$ cat src/rtl/simon_pkg.sv
// Shared types and constants for the Simon game and its autoplayer.
// Contents:
//   MAX_GAME_LEN, TONE_MS, GAP_MS - game-wide sizing and playback timing
//   color_t                        - 2-bit colour index (0..3)
//   ap_state_t                     - autoplayer state encoding
//   idx_to_onehot / onehot_to_idx  - LED/button index conversions
//   onehot_valid                   - exactly one bit set
package simon_pkg;

    localparam int MAX_GAME_LEN = 32;
    localparam int TONE_MS      = 300;
    localparam int GAP_MS       = 100;

    typedef logic [1:0] color_t;

    typedef enum logic [2:0] {
        ST_IDLE,
        ST_START_PRESS,
        ST_LISTEN,
        ST_REC_ON,
        ST_REC_GAP,
        ST_REPLAY_PRESS,
        ST_WAIT_OFF,
        ST_SETTLE
    } ap_state_t;

    function automatic logic [3:0] idx_to_onehot(color_t idx);
        return 4'b0001 << idx;
    endfunction

    function automatic color_t onehot_to_idx(logic [3:0] oh);
        color_t idx;
        idx = 2'd0;
        for (int i = 0; i < 4; i++) begin
            if (oh[i]) idx = color_t'(i);
        end
        return idx;
    endfunction

    function automatic logic onehot_valid(logic [3:0] oh);
        return (oh != 4'b0000) && ((oh & (oh - 4'b0001)) == 4'b0000);
    endfunction

endpackage

$ cat src/rtl/simon_autoplayer_if.sv
// Game-facing link between the Simon game FSM and the autoplayer.
// Signals:
//   led - one-hot LED output of the game (dark = 0000)
//   btn - one-hot button drive into the game
// Modports:
//   master - autoplayer side (watches led, drives btn)
//   slave  - game side (drives led, receives btn)
interface simon_autoplayer_if;
    logic [3:0] led;
    logic [3:0] btn;

    modport master (input led, output btn);
    modport slave  (output led, input btn);
endinterface

$ cat src/rtl/ms_timer.sv
// Millisecond timebase: prescaler plus saturating 10-bit ms counter.
// Ports:
//   clk, rst        - clock, synchronous active-high reset
//   ticks_per_milli - clk cycles per ms minus 1
//   clear           - restart the prescaler and zero the ms count
//   ms_pulse        - high on the last clk cycle of each ms
//   ms_count        - whole ms elapsed since the last clear, saturates
module ms_timer (
    input  logic        clk,
    input  logic        rst,
    input  logic [15:0] ticks_per_milli,
    input  logic        clear,
    output logic        ms_pulse,
    output logic [9:0]  ms_count
);

    logic [15:0] tick_cnt;

    // Restarting the prescaler on clear makes every state duration an exact
    // multiple of the ms period. The >= guards a ticks_per_milli that drops
    // below the current count at runtime.
    assign ms_pulse = (tick_cnt >= ticks_per_milli);

    always_ff @(posedge clk) begin
        if (rst || clear) begin
            tick_cnt <= 16'd0;
            ms_count <= 10'd0;
        end else if (ms_pulse) begin
            tick_cnt <= 16'd0;
            if (ms_count != 10'h3FF) ms_count <= ms_count + 10'd1;
        end else begin
            tick_cnt <= tick_cnt + 16'd1;
        end
    end

endmodule

$ cat src/rtl/simon_autoplayer.sv
// Simon autoplayer: records the game's LED playback and replays it on btn.
// Ports:
//   clk, rst        - clock, synchronous active-high reset
//   ticks_per_milli - clk cycles per ms minus 1
//   enable          - low forces IDLE and clears the indices
//   start           - pulse; in IDLE presses btn[0] to start the game
//   error_inject    - sampled at replay start; corrupts the last replayed step
//   game            - led in / btn out to the game FSM
//   busy            - not in IDLE
//   round_done      - one-cycle pulse after a full replay
//   seq_len         - steps recorded so far in this round
//   overflow, fault - sticky: recording overflow, echo timeout
//
// state        | meaning
// IDLE         | inactive, indices cleared
// START_PRESS  | holding btn[0] to start the game
// LISTEN       | waiting for the first LED of a playback
// REC_ON       | a recorded LED is lit
// REC_GAP      | LED dark between steps; long dark ends the playback
// REPLAY_PRESS | driving the button for step rd_idx
// WAIT_OFF     | waiting for the game's echo LED to go dark
// SETTLE       | quiet time before the next press
module simon_autoplayer
    import simon_pkg::*;
#(
    parameter int MAX_LEN         = MAX_GAME_LEN,
    parameter int PRESS_MS        = 50,
    parameter int END_GAP_MS      = 250,
    parameter int SETTLE_MS       = 20,
    parameter int ECHO_TIMEOUT_MS = 1000
) (
    input  logic                clk,
    input  logic                rst,
    input  logic [15:0]         ticks_per_milli,
    input  logic                enable,
    input  logic                start,
    input  logic                error_inject,
    simon_autoplayer_if.master  game,
    output logic                busy,
    output logic                round_done,
    output logic [5:0]          seq_len,
    output logic                overflow,
    output logic                fault
);

    localparam int AW = (MAX_LEN > 1) ? $clog2(MAX_LEN) : 1;
    localparam logic [5:0] MAX_LEN_W    = 6'(MAX_LEN);
    // A state ends on the ms pulse that completes its last millisecond.
    localparam logic [9:0] PRESS_LAST   = 10'(PRESS_MS - 1);
    localparam logic [9:0] END_GAP_LAST = 10'(END_GAP_MS - 1);
    localparam logic [9:0] SETTLE_LAST  = 10'(SETTLE_MS - 1);
    localparam logic [9:0] ECHO_LAST    = 10'(ECHO_TIMEOUT_MS - 1);

    ap_state_t state, state_next;

    logic [5:0] wr_idx, rd_idx;
    color_t     cur_idx;
    logic       err_lat;
    color_t     mem [MAX_LEN];
    color_t     replay_idx;

    logic       ms_pulse;
    logic [9:0] ms_count;
    logic       timer_clr;

    logic       led_valid, led_dark;
    color_t     led_idx;

    logic wr_en, idx_clr, start_replay, rd_inc;
    logic set_ovf, set_fault, set_done;

    ms_timer u_timer (
        .clk             (clk),
        .rst             (rst),
        .ticks_per_milli (ticks_per_milli),
        .clear           (timer_clr),
        .ms_pulse        (ms_pulse),
        .ms_count        (ms_count)
    );

    assign led_valid = onehot_valid(game.led);
    assign led_dark  = (game.led == 4'b0000);
    assign led_idx   = onehot_to_idx(game.led);
    assign timer_clr = (state_next != state);
    assign busy      = (state != ST_IDLE);
    assign seq_len   = wr_idx;

    always_comb begin
        replay_idx = mem[rd_idx[AW-1:0]];
        if (err_lat && (rd_idx == wr_idx - 6'd1)) replay_idx = replay_idx + 2'd1;
    end

    always_comb begin
        game.btn = 4'b0000;
        case (state)
            ST_START_PRESS:  game.btn = idx_to_onehot(2'd0);
            ST_REPLAY_PRESS: game.btn = idx_to_onehot(replay_idx);
            default:         game.btn = 4'b0000;
        endcase
    end

    always_comb begin
        state_next   = state;
        wr_en        = 1'b0;
        idx_clr      = 1'b0;
        start_replay = 1'b0;
        rd_inc       = 1'b0;
        set_ovf      = 1'b0;
        set_fault    = 1'b0;
        set_done     = 1'b0;
        if (!enable) begin
            state_next = ST_IDLE;
            idx_clr    = 1'b1;
        end else begin
            case (state)
                ST_IDLE: begin
                    idx_clr    = 1'b1;
                    state_next = start ? ST_START_PRESS : ST_LISTEN;
                end
                ST_START_PRESS: begin
                    if (ms_pulse && ms_count == PRESS_LAST) state_next = ST_LISTEN;
                end
                ST_LISTEN: begin
                    if (led_valid) begin
                        wr_en      = 1'b1;
                        state_next = ST_REC_ON;
                    end
                end
                ST_REC_ON: begin
                    if (led_dark) begin
                        state_next = ST_REC_GAP;
                    end else if (game.led != idx_to_onehot(cur_idx)) begin
                        idx_clr    = 1'b1;
                        state_next = ST_LISTEN;
                    end
                end
                ST_REC_GAP: begin
                    if (led_valid) begin
                        if (wr_idx == MAX_LEN_W) begin
                            set_ovf    = 1'b1;
                            state_next = ST_IDLE;
                        end else begin
                            wr_en      = 1'b1;
                            state_next = ST_REC_ON;
                        end
                    end else if (!led_dark) begin
                        idx_clr    = 1'b1;
                        state_next = ST_LISTEN;
                    end else if (ms_pulse && ms_count == END_GAP_LAST) begin
                        start_replay = 1'b1;
                        state_next   = ST_REPLAY_PRESS;
                    end
                end
                ST_REPLAY_PRESS: begin
                    if (ms_pulse && ms_count == PRESS_LAST) state_next = ST_WAIT_OFF;
                end
                ST_WAIT_OFF: begin
                    if (led_dark) begin
                        state_next = ST_SETTLE;
                    end else if (ms_pulse && ms_count == ECHO_LAST) begin
                        set_fault  = 1'b1;
                        state_next = ST_IDLE;
                    end
                end
                ST_SETTLE: begin
                    if (ms_pulse && ms_count == SETTLE_LAST) begin
                        if (rd_idx + 6'd1 == wr_idx) begin
                            set_done   = 1'b1;
                            idx_clr    = 1'b1;
                            state_next = ST_LISTEN;
                        end else begin
                            rd_inc     = 1'b1;
                            state_next = ST_REPLAY_PRESS;
                        end
                    end
                end
                default: begin
                    idx_clr    = 1'b1;
                    state_next = ST_IDLE;
                end
            endcase
        end
    end

    always_ff @(posedge clk) begin
        if (rst) state <= ST_IDLE;
        else     state <= state_next;
    end

    always_ff @(posedge clk) begin
        if (rst) begin
            wr_idx     <= 6'd0;
            rd_idx     <= 6'd0;
            cur_idx    <= 2'd0;
            err_lat    <= 1'b0;
            round_done <= 1'b0;
            overflow   <= 1'b0;
            fault      <= 1'b0;
        end else begin
            round_done <= set_done;
            if (set_ovf)   overflow <= 1'b1;
            if (set_fault) fault    <= 1'b1;
            if (idx_clr) begin
                wr_idx <= 6'd0;
                rd_idx <= 6'd0;
            end else begin
                if (wr_en) begin
                    wr_idx  <= wr_idx + 6'd1;
                    cur_idx <= led_idx;
                end
                if (start_replay) begin
                    rd_idx  <= 6'd0;
                    err_lat <= error_inject;
                end
                if (rd_inc) rd_idx <= rd_idx + 6'd1;
            end
        end
    end

    always_ff @(posedge clk) begin
        if (wr_en) mem[wr_idx[AW-1:0]] <= led_idx;
    end

endmodule

$ cat src/flat_wrapper.sv
// flat-port wrapper written by rule: the top's interface ports become plain ports
module simon_autoplayer_flat import simon_pkg::*;
#(
    parameter int MAX_LEN         = MAX_GAME_LEN,
    parameter int PRESS_MS        = 50,
    parameter int END_GAP_MS      = 250,
    parameter int SETTLE_MS       = 20,
    parameter int ECHO_TIMEOUT_MS = 1000
)
  (clk, rst, ticks_per_milli, enable, start, error_inject, busy, round_done, seq_len, overflow, fault, game_led, game_btn);
  simon_autoplayer_if game_i ();
  input  logic clk;
  input  logic rst;
  input  logic [15:0] ticks_per_milli;
  input  logic enable;
  input  logic start;
  input  logic error_inject;
  output logic busy;
  output logic round_done;
  output logic [5:0] seq_len;
  output logic overflow;
  output logic fault;
  input wire logic [$bits(game_i.led)-1:0] game_led;
  output wire logic [$bits(game_i.btn)-1:0] game_btn;
  assign game_i.led = game_led;
  assign game_btn = game_i.btn;
  simon_autoplayer #(.MAX_LEN(MAX_LEN), .PRESS_MS(PRESS_MS), .END_GAP_MS(END_GAP_MS), .SETTLE_MS(SETTLE_MS), .ECHO_TIMEOUT_MS(ECHO_TIMEOUT_MS)) u_core (.clk(clk), .rst(rst), .ticks_per_milli(ticks_per_milli), .enable(enable), .start(start), .error_inject(error_inject), .game(game_i), .busy(busy), .round_done(round_done), .seq_len(seq_len), .overflow(overflow), .fault(fault));
endmodule
$ cat config.mk
export PLATFORM = sky130hd
export DESIGN_NAME = simon_autoplayer_flat
export DESIGN_NICKNAME = d
export VERILOG_FILES = /design/src/rtl/simon_pkg.sv /design/src/rtl/simon_autoplayer_if.sv /design/src/rtl/ms_timer.sv /design/src/rtl/simon_autoplayer.sv /design/src/flat_wrapper.sv
export SDC_FILE = /design/constraint.sdc
export NUM_CORES = 1
export LEC_CHECK = 0
export BUFFER_PORTS_ARGS = -buffer_cell sky130_fd_sc_hd__buf_2
export CELL_PAD_IN_SITES_DETAIL_PLACEMENT = 2
export CELL_PAD_IN_SITES_GLOBAL_PLACEMENT = 2
export CORE_MARGIN = 2
export CORE_UTILIZATION = 44
export CTS_CLUSTER_DIAMETER = 40
export DETAILED_ROUTE_END_ITERATION = 10
export PLACE_DENSITY_LB_ADDON = 0.1
export RECOVER_POWER = 100
export SYNTH_ARGS = -nofsm -noshare
export SYNTH_HDL_FRONTEND = slang
export SYNTH_SLANG_ARGS = --single-unit
$ cat constraint.sdc
create_clock -name clk -period 6.4 [get_ports clk]
set_input_delay 0.96 -clock clk [delete_from_list [all_inputs] [get_ports clk]]
set_output_delay 0.96 -clock clk [all_outputs]
set_load 0.05 [all_outputs]
; Yosys cells after proc, flatten, opt, wreduce, memory -nomap -nowiden
; Memories as Yosys holds them, arrays and structs flattened. A register that Yosys moved wholly into a read port is not among the register bits.
; Index checks and enable logic that the tools add are counted.
[word_totals]
n_memories = 1
word_cells = 118
ram_bits = 64
out_inout_bits = 14
register_bits = 47
[mem_list]
columns = name, depth, width, rd, rd_clocked_by_memory_dff, wr, line_no
row1 = u_core.mem, 32, 2, 1, 1, 1, simon_autoplayer.sv:59  ; color_t mem [MAX_LEN];
[classes]
shifts = 2
n_eq_ne = 17
muxes = 57
n_reduce_logical = 19
n_lt_le_gt_ge = 1
n_addsub = 7
n_bitwise = 4
[ops]
columns = cell, n
row1 = $mux 3, 13
row2 = $mux 1, 31
row3 = $pmux 3 s8, 1
row4 = $add 16x1->16 const B, 1
row5 = $ge 16x16->1, 1
row6 = $add 6x1->6 const B, 2
row7 = $eq 3x3->1 const B, 4
row8 = $eq 6x6->1, 2
row9 = $mux 6, 2
row10 = $add 10x1->10 const B, 1
row11 = $eq 10x10->1 const B, 1
row12 = $eq 10x5->1 const B, 1
row13 = $eq 10x6->1 const B, 1
row14 = $eq 10x8->1 const B, 1
row15 = $mux 2, 5
row16 = $mux 5, 2
row17 = $ne 10x10->1 const B, 1
row18 = $logic_not 4->1, 2
row19 = $pmux 4 s2, 1
row20 = $shl 1x2->4 const A, 2
row21 = $eq 3x2->1 const B, 2
row22 = $eq 6x6->1 const B, 1
row23 = $logic_and 1x1->1, 6
row24 = $reduce_and 2->1, 3
row25 = other kinds (17), 20

; Depth between registers and ports, before layout
[logic_depth]
ltp_word = 11
depth_mapped = 14
ltp_nobuf = 10

; By module
; From an unflattened synthesis, not the netlist that was laid out.
[unflattened]
cells_unflattened = 609
hier_area_um2 = 6167.2
[modules_own_cells]
columns = module, n_inst, area_each_um2, cells_per_inst
row1 = simon_autoplayer, 1, 4608.2, 421
row2 = ms_timer, 1, 1559.0, 188

; Least setup slack after synthesis
; Ideal clock, no wire load.
[synth_timing]
path_type = flip-flop to output port
start = register with a tool-made name
end = output game_btn[2]
arrival_ns = 3.528
slack_ns = 1.912
stages_incl_launch_ff = 9
required_ns = 5.440
cell_sequence = dfxtp_1 > clkbuf_1 > buf_2 > mux4_2 > mux4_2 > mux2i_1 > nor2b_1 > xor2_1 > nor3_1
[synth_rtl]
columns = item, line_no
row1 = end: declaration, flat_wrapper.sv:24  ; output wire logic [$bits(game_i.btn)-1:0] game_btn;

; Worst setup path after layout
[layout_timing]
start = register u_core.wr_idx[2] (netlist: u_core.seq_len[2])
end = output game_btn[2]
[layout_between]
elab_chain_len = 6
[layout_lines]
columns = item, line_no
row1 = start: declaration, simon_autoplayer.sv:56  ; logic [5:0] wr_idx, rd_idx;
row2 = start signal: assignment, simon_autoplayer.sv:208  ; wr_idx <= wr_idx + 6'd1;
row3 = $sub 6x1->6, simon_autoplayer.sv:90  ; if (err_lat && (rd_idx == wr_idx - 6'd1)) replay_idx = replay_idx + 2'd1;
row4 = $eq 6x6->1, simon_autoplayer.sv:90
row5 = $logic_and 1x1->1, simon_autoplayer.sv:90
row6 = $mux 2, simon_autoplayer.sv:90
row7 = $shl 1x2->4, simon_pkg.sv:28  ; return 4'b0001 << idx;
row8 = $pmux 4 s2, simon_autoplayer.sv:95  ; case (state)
; No other way between the ends.

==> key figures <==
Routing
  • Via density per instance: 6.033
  • Detailed-route via count: 5080
  • Number of design rule violations left after detail routing: 0
  • Per-cell routed wire length: 23.29 um
  • Count of nets left with antenna violations after detail routing: 0
  • Number of violations reported at the end of detailed-routing iteration 0: 348
  • Length of the first detailed-routing pass in iterations: 4
  • Total detailed-routing wirelength: 19610 um

Worst setup path
  • Critical path peak fanout: 11
  • Kind of end point of the critical path: output port
  • Nature of the critical path startpoint: register
  • Critical path arrival: 4.13 ns
  • Critical path start-end classification: register to output port
  • Worst endpoint required time: 5.44 ns

Logic synthesis
  • Leading area contributor after synthesis: sky130_fd_sc_hd__edfxtp_1
  • Per-instance average area after synthesis: 10.56 um2
  • Number of register bits inferred by synthesis: 116
  • Synth warnings: 0
  • Proportion of register bits with asynchronous set or reset after synthesis: 0%
  • Dominant synthesized flop cell: sky130_fd_sc_hd__edfxtp_1
  • Number of enable-type register cells in the synthesized netlist: 64
  • Sequential area share after synthesis: 45.41%
  • Number of unique standard cell types used by synthesis: 66
  • Cell area after synthesis: 6525 um2
  • Cell types occupying the most area after synthesis: sky130_fd_sc_hd__edfxtp_1 (29%), sky130_fd_sc_hd__dfxtp_1 (16%), sky130_fd_sc_hd__mux4_2 (6.9%), sky130_fd_sc_hd__ha_1 (5.8%), sky130_fd_sc_hd__nor2_1 (4.0%)
  • Most instantiated cells after synthesis: sky130_fd_sc_hd__nor2_1 (69), sky130_fd_sc_hd__edfxtp_1 (64), sky130_fd_sc_hd__dfxtp_1 (52), sky130_fd_sc_hd__inv_1 (37), sky130_fd_sc_hd__nand2_1 (32)
  • Gate count after technology mapping: 618
  • Share of the synthesized area in the top cell type: 29.45%
  • Count leader, synth: sky130_fd_sc_hd__nor2_1
  • Nets in the synthesized netlist: 673

Cells and area
  • Final layout net count: 700
  • Ant. Diodes: 0
  • Layout fillers: 1489
  • Fraction of layout instances using a drive strength above 1: 13.83%
  • Fin cells: 842
  • Area added between synthesis and finish: 11.97%

Pwr
  • Cell Pwr Density: 258.7 nW/um2
  • Leakage power summed over all cells: 2.491 nW
  • Peak supply drop: 0.1794 mV

STA
  • Accumulated negative setup slack: 0 ns
  • Period utilization: 79.59%
  • Post-route clock skew: 0.005992 ns
  • Pin slew with the least headroom to its limit: 1.443 ns
  • Fmax: 196.3 MHz
  • Pins Over Slew Limit: 0
  • Hold violation count in the final report: 0
  • RSZ-0062 raised after global routing: no
  • Final critical path time including I/O delays and setup: 5.094 ns
  • Tightest slew margin relative to the limit: 3.785%
  • Setup-violating endpoint count in the final report: 0

Clock tree
  • Clk Latency, worst-skew pair: 0.41 ns
  • H-tree level count: 4
  • Num Clock Sinks: 116
  • Buffers inserted by post-CTS timing repair: 0
  • Clock Path Buffers: 2
  • Number of clock buffers inserted by TritonCTS: 17
  • Clock tree from TritonCTS: built
  • Root Buffer: sky130_fd_sc_hd__clkbuf_16
  • Hold-fix buffers at CTS: 0
  • Post-cts resize count: 0
  • Clock-pin slew of the registers on the worst-case setup and hold paths: 0.06 ns

Floorplanning
  • Placeable core area: 14530 um2
  • Starting density of the core: 44.89%
  • X dimension of the die: 125.8 um
  • Site Rows: 44
  • I/O pins: 39
  • Area of the die: 15820 um2
  • Vertical die dimension: 125.8 um

Min path
  • Hold crit path type: register to register

Placement
  • Routability congestion estimate from global placement: 0.8357
  • Input/output buffers: 38
  • Detailed-placement wirelength estimate: 14210 um
  • Number of placed instances with taps included: 810

Global routing
  • Remaining global-route overflow: 0
  • Antenna violations before repair: 0
  • Total GRT Usage: 25.92%
  • Maximum number of pins on one net before global-route repair: 33
  • Via count of the first global-routing pass: 5635
  • First-pass GRT wire length: 31820 um

Outcome
  • Status: complete, no violations

Job
  • Max-Cap Viols: 0
[power by group]
part | internal [mW] | switching (mW) | leakage [nW]
logic | 0.0326 | 0.0736 | 1.18
registers | 0.789 | 0.00550 | 1.01
clock network | 0.593 | 0.396 | 0.302
total | 1.41 | 0.475 | 2.49
[registers in the layout, summed over array words and instances, names as in the netlist, named ones only]
signal / cells
u_core.cur_idx: 2
u_core.err_lat: 1
u_core.fault: 1
u_core.mem: 64
u_core.overflow: 1
u_core.rd_idx: 6
u_core.round_done: 1
u_core.seq_len: 6
u_core.state: 3
u_core.u_timer.ms_count: 10
u_core.u_timer.tick_cnt: 16
[final timing paths]
check                                   start                         end  slack, ns  depth (start not counted)
setup / recovery            u_core.seq_len[2]                 game_btn[2]       1.31                          9
hold / removal                u_core.overflow             u_core.overflow       0.48                          2
setup reg to reg  u_core.u_timer.tick_cnt[14]  u_core.u_timer.ms_count[1]       1.89                         10
hold reg to reg               u_core.overflow             u_core.overflow       0.48                          2
[placed cells by master, fill, tap and decap left out, drive strengths merged, types with 21 or more instances in the layout]
cell / count
nor3: 27
nor4: 21
inv: 48
nand2: 32
dfxtp: 52
buf: 25
clkbuf: 33
nand3: 28
edfxtp: 64
xnor2: 28
ha: 30
nor2: 69
[metrics by stage]
step / area, um2 / total power, mW / setup WS, ns / hold WS (ns) / util (%)
floorplan: 6525 / 0.8889 / 1.912 / 0.4630 / -
global placement: 6794 / 0.9142 / 2.089 / 0.4470 / 46.75
detailed placement: 6794 / 0.9215 / 2.015 / 0.4776 / 46.75
CTS: 7403 / 1.913 / 1.483 / 0.4922 / 50.94
global route: 7306 / 1.947 / 1.031 / 0.5242 / 50.27
finish: 7306 / 1.890 / 1.306 / 0.4820 / 50.27
[cell families (layout without fill, tap and decap cells)]
kind of cell | Yosys count | after routing | synth area share [%]
AND/OR/NAND/NOR | 250 | 250 | 21.38
flip-flops | 116 | 116 | 45.41
AO/OA/AOI/OAI | 81 | 81 | 8.802
buffers and inverters | 70 | 110 | 4.794
XOR/XNOR | 45 | 45 | 6.040
adder cells (fa/ha/maj) | 30 | 30 | 5.753
multiplexers | 26 | 26 | 7.824
[metal layers]
layer  track usage, %  part of all wire [%]  vias to the layer above
li1                 -                     -                     2337
met4            6.981                   1.5                        0
met1            33.31                    44                     2645
met3            3.696                   2.9                       23
met2            46.01                    52                       75
met5                0                     0                        -
[final cells by class]
cell class	count	area (um2)	share of cell area, %
sequential	116	2963	40.55
clock inverter	15	183.9	2.518
inverter	37	138.9	1.901
timing repair buffer	41	190.2	2.603
tap	184	230.2	3.151
clock buffer	17	425.4	5.823
multi-input combinational	432	3174	43.45
[worst max-delay path, cell delays in order, from the launching register on]
cell,delay (ns)
sky130_fd_sc_hd__dfxtp_1,0.48
sky130_fd_sc_hd__nor3_1,0.48
sky130_fd_sc_hd__nand2_1,0.10
sky130_fd_sc_hd__o211ai_1,0.18
sky130_fd_sc_hd__o211ai_1,0.11
sky130_fd_sc_hd__a2111oi_0,1.01
sky130_fd_sc_hd__nor2b_1,0.28
sky130_fd_sc_hd__xor2_1,0.13
sky130_fd_sc_hd__nor3_1,0.42
sky130_fd_sc_hd__clkbuf_1,0.51
(Power assumes the default switching activity.)
